File: src/rtl/pixel_ctrl_pkg.sv
// Shared types, default timing and helpers for the pixel array frame sequencer.
package pixel_ctrl_pkg;

    typedef enum logic [2:0] {
        StIdle,
        StErase,
        StExpose,
        StConvert,
        StRead
    } pixel_state_t;

    localparam int unsigned DefEraseCycles  = 5;
    localparam int unsigned DefExposeCycles = 10;
    localparam int unsigned DefCounterWidth = 8;
    localparam int unsigned DefNumRows      = 2;

    // Binary to reflected Gray code; callers truncate to their own width.
    function automatic logic [31:0] bin2gray(input logic [31:0] bin);
        return bin ^ (bin >> 1);
    endfunction

endpackage

File: src/rtl/pixel_ramp_counter.sv
// Conversion ramp counter: sync clear, enable, registered output.
// Build option GRAY_COUNTER_EN selects a Gray-coded output instead of binary.
module pixel_ramp_counter
    import pixel_ctrl_pkg::*;
#(
    parameter int unsigned WIDTH = DefCounterWidth
) (
    input  logic             clk,
    input  logic             rst,
    input  logic             clr,
    input  logic             en,
    output logic [WIDTH-1:0] count
);

    logic [WIDTH-1:0] bin_q;
    logic [WIDTH-1:0] bin_d;
    logic [WIDTH-1:0] code_d;

    // Next binary value and its encoded form; the code is registered so pixels never see XOR glitches.
    always_comb begin
        bin_d = bin_q;
        if (clr) begin
            bin_d = '0;
        end else if (en) begin
            bin_d = bin_q + 1'b1;
        end
`ifdef GRAY_COUNTER_EN
        code_d = WIDTH'(bin2gray(32'(bin_d)));
`else
        code_d = bin_d;
`endif
    end

    // Counter and output registers.
    always_ff @(posedge clk or posedge rst) begin
        if (rst) begin
            bin_q <= '0;
            count <= '0;
        end else begin
            bin_q <= bin_d;
            count <= code_d;
        end
    end

endmodule

File: src/rtl/pixel_array_ctrl.sv
// Frame sequencer for the pixel array: erase -> expose -> convert -> read-out.
// Build option GRAY_COUNTER_EN makes the conversion counter Gray-coded.
module pixel_array_ctrl
    import pixel_ctrl_pkg::*;
#(
    parameter int unsigned ERASE_CYCLES  = DefEraseCycles,
    parameter int unsigned EXPOSE_CYCLES = DefExposeCycles,
    parameter int unsigned COUNTER_WIDTH = DefCounterWidth,
    parameter int unsigned NUM_ROWS      = DefNumRows
) (
    input  logic                     clk,
    input  logic                     rst,
    input  logic                     start,
    input  logic                     abort,
    output logic                     power_enable,
    output logic                     pixel_erase,
    output logic                     expose,
    output logic                     write_enable,
    output logic                     counter_reset,
    output logic [COUNTER_WIDTH-1:0] counter,
    output logic [NUM_ROWS-1:0]      read_row,
    output logic                     busy,
    output logic                     frame_done
);

    localparam int unsigned ConvertCycles = 1 << COUNTER_WIDTH;
    localparam int unsigned MaxA = (ERASE_CYCLES > EXPOSE_CYCLES) ? ERASE_CYCLES : EXPOSE_CYCLES;
    localparam int unsigned MaxB = (ConvertCycles > NUM_ROWS) ? ConvertCycles : NUM_ROWS;
    localparam int unsigned MaxCycles = (MaxA > MaxB) ? MaxA : MaxB;
    localparam int unsigned TimerW = $clog2(MaxCycles + 1);

    localparam logic [TimerW-1:0] EraseLast   = TimerW'(ERASE_CYCLES - 1);
    localparam logic [TimerW-1:0] ExposeLast  = TimerW'(EXPOSE_CYCLES - 1);
    localparam logic [TimerW-1:0] ConvertLast = TimerW'(ConvertCycles - 1);
    localparam logic [TimerW-1:0] ReadLast    = TimerW'(NUM_ROWS - 1);

    pixel_state_t      state_q;
    logic [TimerW-1:0] timer_q;
    logic              ramp_clr;
    logic              ramp_en;

    // Ramp tracks the timer inside CONVERT; it is zero on entry and cleared on any exit.
    assign ramp_clr = abort || (state_q != StConvert) || (timer_q == ConvertLast);
    assign ramp_en  = (state_q == StConvert);

    pixel_ramp_counter #(
        .WIDTH(COUNTER_WIDTH)
    ) u_ramp (
        .clk  (clk),
        .rst  (rst),
        .clr  (ramp_clr),
        .en   (ramp_en),
        .count(counter)
    );

    // Frame FSM; outputs are written for the state being entered so they align with it.
    always_ff @(posedge clk or posedge rst) begin
        if (rst) begin
            state_q       <= StIdle;
            timer_q       <= '0;
            power_enable  <= 1'b0;
            pixel_erase   <= 1'b0;
            expose        <= 1'b0;
            write_enable  <= 1'b0;
            counter_reset <= 1'b0;
            read_row      <= '0;
            busy          <= 1'b0;
            frame_done    <= 1'b0;
        end else begin
            power_enable  <= 1'b0;
            pixel_erase   <= 1'b0;
            expose        <= 1'b0;
            write_enable  <= 1'b0;
            counter_reset <= 1'b0;
            read_row      <= '0;
            busy          <= 1'b0;
            frame_done    <= 1'b0;
            timer_q       <= timer_q + 1'b1;
            if (abort) begin
                state_q <= StIdle;
                timer_q <= '0;
            end else begin
                unique case (state_q)
                    StIdle: begin
                        timer_q <= '0;
                        if (start) begin
                            state_q      <= StErase;
                            power_enable <= 1'b1;
                            pixel_erase  <= 1'b1;
                            busy         <= 1'b1;
                        end
                    end
                    StErase: begin
                        power_enable <= 1'b1;
                        busy         <= 1'b1;
                        if (timer_q == EraseLast) begin
                            state_q <= StExpose;
                            timer_q <= '0;
                            expose  <= 1'b1;
                        end else begin
                            pixel_erase <= 1'b1;
                        end
                    end
                    StExpose: begin
                        power_enable <= 1'b1;
                        busy         <= 1'b1;
                        if (timer_q == ExposeLast) begin
                            state_q       <= StConvert;
                            timer_q       <= '0;
                            write_enable  <= 1'b1;
                            counter_reset <= 1'b1;
                        end else begin
                            expose <= 1'b1;
                        end
                    end
                    StConvert: begin
                        busy <= 1'b1;
                        if (timer_q == ConvertLast) begin
                            state_q  <= StRead;
                            timer_q  <= '0;
                            read_row <= NUM_ROWS'(1);
                        end else begin
                            power_enable <= 1'b1;
                            write_enable <= 1'b1;
                        end
                    end
                    StRead: begin
                        if (timer_q == ReadLast) begin
                            state_q    <= StIdle;
                            timer_q    <= '0;
                            frame_done <= 1'b1;
                        end else begin
                            busy     <= 1'b1;
                            read_row <= NUM_ROWS'(1) << (timer_q + 1'b1);
                        end
                    end
                    default: begin
                        state_q <= StIdle;
                        timer_q <= '0;
                    end
                endcase
            end
        end
    end

endmodule

File: config.mk
export PLATFORM = sky130hd
export DESIGN_NAME = pixel_array_ctrl
export DESIGN_NICKNAME = d
export VERILOG_FILES = /design/src/rtl/pixel_ctrl_pkg.sv /design/src/rtl/pixel_ramp_counter.sv /design/src/rtl/pixel_array_ctrl.sv
export SDC_FILE = /design/constraint.sdc
export NUM_CORES = 1
export LEC_CHECK = 0
export ABC_AREA = 1
export BUFFER_PORTS_ARGS = -buffer_cell sky130_fd_sc_hd__buf_2
export CAP_MARGIN = 20
export CORE_MARGIN = 2
export CORE_UTILIZATION = 29
export DETAILED_ROUTE_END_ITERATION = 8
export SYNTH_ARGS = -nofsm -noshare
export SYNTH_HDL_FRONTEND = slang
export SYNTH_SLANG_ARGS = --single-unit
File: constraint.sdc
create_clock -name clk -period 1.5 [get_ports clk]
set_input_delay 0 -clock clk [delete_from_list [all_inputs] [get_ports clk]]
set_output_delay 0 -clock clk [all_outputs]
set_load 0.03 [all_outputs]
==> qor.yml <==
cells_and_area:
  finalInstanceArea_um2: 2340
  drive_gt1_share_pct: 45.9
  nets: 268
  diodes: 0
  syn2layout_area_growth_pct: 48.5
yosys:
  synth.distinct_cells: 23
  ys_ff_latch: 29
  syn_inst: 202
  yosysTopAreaCell: "dfrtp_1"
  yosysWarnings: 0
  syn-num-nets: 212
  synth_top_area_share_pct: 46.0
  synth-seq-area-share_pct: 46.0
  synth.area.top_cells: "dfrtp_1 46%, nand2_1 10%, nand3_1 7.3%"
  netlist_area_um2: 1580
  syn_avg_cell_area_um2: 7.80
sta:
  finalSetupViolCount: 22
  max_freq_mhz: 584
  slew_violations: 0
  worst_pin_slew_ns: 0.373
  hold_violations: 0
  hold_slack_ns: 0.0572
  fin_ws_ns: -0.212
  post-route-period-util_pct: 114
  rsz0062_at_grt: "yes"
  post-route-min-period_ns: 1.71
  max_slew_margin_pct: 75.0
  skew_ns: 0.00386
routing:
  postRouteAntennaNets: 0
  wire_per_inst_um: 12.2
  routed_wl_um: 4030
  drt-vias-per-instance: 4.56
  drt_iter0_markers: 88
  drc: 0
  vias: 1501
  first_pass_iters: 4
global_routing:
  grt_pass1_wl_um: 6530
  grt_pass1_vias: 1458
  antenna_found_initial: 0
  global_route.usage.total_pct: 13.9
  grt.overflow.total: 0
  grt_max_degree: 30
critical_path:
  critical_path.max_fanout: 3
  worstPathArrival_ns: 1.93
  end_kind: "register"
  cp-start-kind: "register"
  cp.required_ns: 1.71
  critPathKind: "register to register"
status:
  violations: "setup timing"
  status: "finished, violations left"
floorplanning:
  core_area_um2: 5170
  die_h_um: 77.7
  die_x_um: 77.7
  io_pins: 21
  start_util_pct: 30.5
  row_count: 26
  design.die.area_um2: 6040
pwr:
  intPower_uw: 1890
  p_clk_share_pct: 33.7
  p_leak_uw: 0.00120
  switchingPower_uw: 984
  seqPwrFrac_pct: 31.9
  combinationalPowerShare_pct: 34.4
  p_per_area_nw_per_um2: 1230
  netSwitchingFraction_pct: 34.2
  total_power_uw: 2880
  vdd_drop_max_uv: 495
clocking:
  clk_pin_slew_ns: 0.06
  cts_sinks: 29
  clk_path_buf_depth: 2
  htreeDepth: 2
  insertion_delay_ns: 0.28
  tritoncts: "built"
  cts_buffers: 5
  clockRootBuffer: "clkbuf_8"
worst_hold_path:
  min_path_type: "input port to register"
place:
  portBuffers: 20
  hpwlAfterDp_um: 2720
  gp_congestion: 0.867
  place_area_um2: 1950
run:
  maxCapViolations: 0
## cells in the final DEF, fill, tap and decap left out
| cell | synthesis | layout |
|---|---|---|
| nor2_4 | 3 | 7 |
| nand2_2 | 3 | 9 |
| nand3_1 | 23 | 18 |
| a21oi_1 | 9 | 5 |
| nand3_4 | 0 | 1 |
| buf_6 | 0 | 4 |
| clkinv_2 | 0 | 1 |
| nand3b_1 | 2 | 2 |
| ha_4 | 0 | 1 |
| nand4_1 | 2 | 2 |
| inv_6 | 0 | 1 |
| nand2_4 | 1 | 6 |
| inv_2 | 4 | 8 |
| dfrtp_1 | 29 | 29 |
| a21oi_2 | 1 | 5 |
| ha_2 | 0 | 1 |
| clkbuf_8 | 0 | 5 |
| buf_2 | 0 | 20 |
| xor2_1 | 1 | 1 |
| o21ai_2 | 1 | 6 |
| nand2_1 | 44 | 33 |
| a31oi_4 | 0 | 1 |
| buf_4 | 1 | 25 |
| nor2_2 | 3 | 8 |
| nor3_1 | 1 | 1 |
| nor3_2 | 2 | 1 |
| inv_4 | 0 | 2 |
| inv_1 | 30 | 23 |
| nor2_1 | 25 | 16 |
| o21ai_0 | 9 | 4 |
| nor3_4 | 0 | 1 |
| dlygate4sd3_1 | 0 | 1 |
| ha_1 | 6 | 4 |
| bufinv_16 | 0 | 2 |
| nand3_2 | 0 | 4 |
| xnor2_1 | 1 | 1 |
## sequential cells by signal, summed over array words and instances (netlist names), 2 cells and up
signal	flops
read_row	2
u_ramp.count	8
timer_q	9
state_q	3
## power groups by stage
stage                     clock network [uW]  logic [uW]  registers (uW)
after floorplan                            0         485            1000
after global routing                    1030        1090             929
final                                    969         991             918
after detailed placement                   0         833             929
after global placement                     0         833             926
after CTS                                991         901             914
## layout make-up
type | count | area, um2
clock buffers | 5 | 68.8
clock inverters | 3 | 65.1
fillers | 503 | 2830
inverters | 34 | 138
multi-input cells | 138 | 913
flip-flops and latches | 29 | 726
well taps | 70 | 87.6
repair buffers | 50 | 343
## worst paths after layout
path | cells past startpoint | to | slack (ns) | startpoint
setup reg to reg | 12 | read_row[1] | -0.21 | timer_q[0]
hold reg to reg | 1 | u_ramp.count[7] | 0.49 | u_ramp.count[7]
min in group asynchronous | 4 | timer_q[3] | 0.33 | rst
hold / removal | 2 | timer_q[8] | 0.06 | abort
max in group asynchronous | 4 | timer_q[7] | 0.90 | rst
setup / recovery | 12 | read_row[1] | -0.21 | timer_q[0]
## kinds of logic after synthesis
kind of cell / synth area share [%]
fa+ha+maj: 4.76
flops: 46.0
simple gates: 32.3
buf+inv: 8.57
compound gates: 7.22
xor+xnor: 1.11
## routing by layer
layer	GRT usage (%)	part of all wire [%]	wire, um	up-vias
met2	22.0	48	1950	35
met3	4.07	5.1	206	11
met4	7.68	2.2	88	0
met5	0	0	0	-
li1	-	-	-	746
met1	17.0	44	1780	709
## critical path, cell delays in order, from the launching register on
cell and delay (ns):
dfrtp_1 0.39, ha_2 0.19, nand2_2 0.08, inv_2 0.06, nand2_4 0.08, nor2_4 0.05, ha_4 0.28, nand2_4 0.05
a21oi_2 0.11, nand2_1 0.07, nor2_1 0.14, nand2_1 0.06, nor2_1 0.09
## timing repair
item	4_1_cts	5_1_grt
pin swaps	16	8
endpoints found under the hold margin	29	0
setup buffers	5	4
endpoints found under the setup margin	21	27
gates resized for setup	18	34
hold buffers	1	0
## cell usage after synthesis, drive strengths merged
cell / number
buf: 1
nand4: 2
nand3b: 2
xor2: 1
dfrtp: 29
a21oi: 10
nor2: 31
nor3: 3
a31oi: 1
nand2: 48
nand3: 23
ha: 6
xnor2: 1
inv: 34
o21ai: 10
## stage by stage
stage	setup TNS, ns	cells	util, %	setup WS [ns]
6_report	-3.17	329	45.3	-0.212
5_1_grt	-5.83	329	45.3	-0.328
4_1_cts	-2.44	325	42.3	-0.174
3_5_place_dp	-1.92	311	37.7	-0.160
3_3_place_gp	-1.62	311	37.7	-0.151
2_1_floorplan	-0.573	202	-	-0.0775
(Power assumes the default switching activity.)
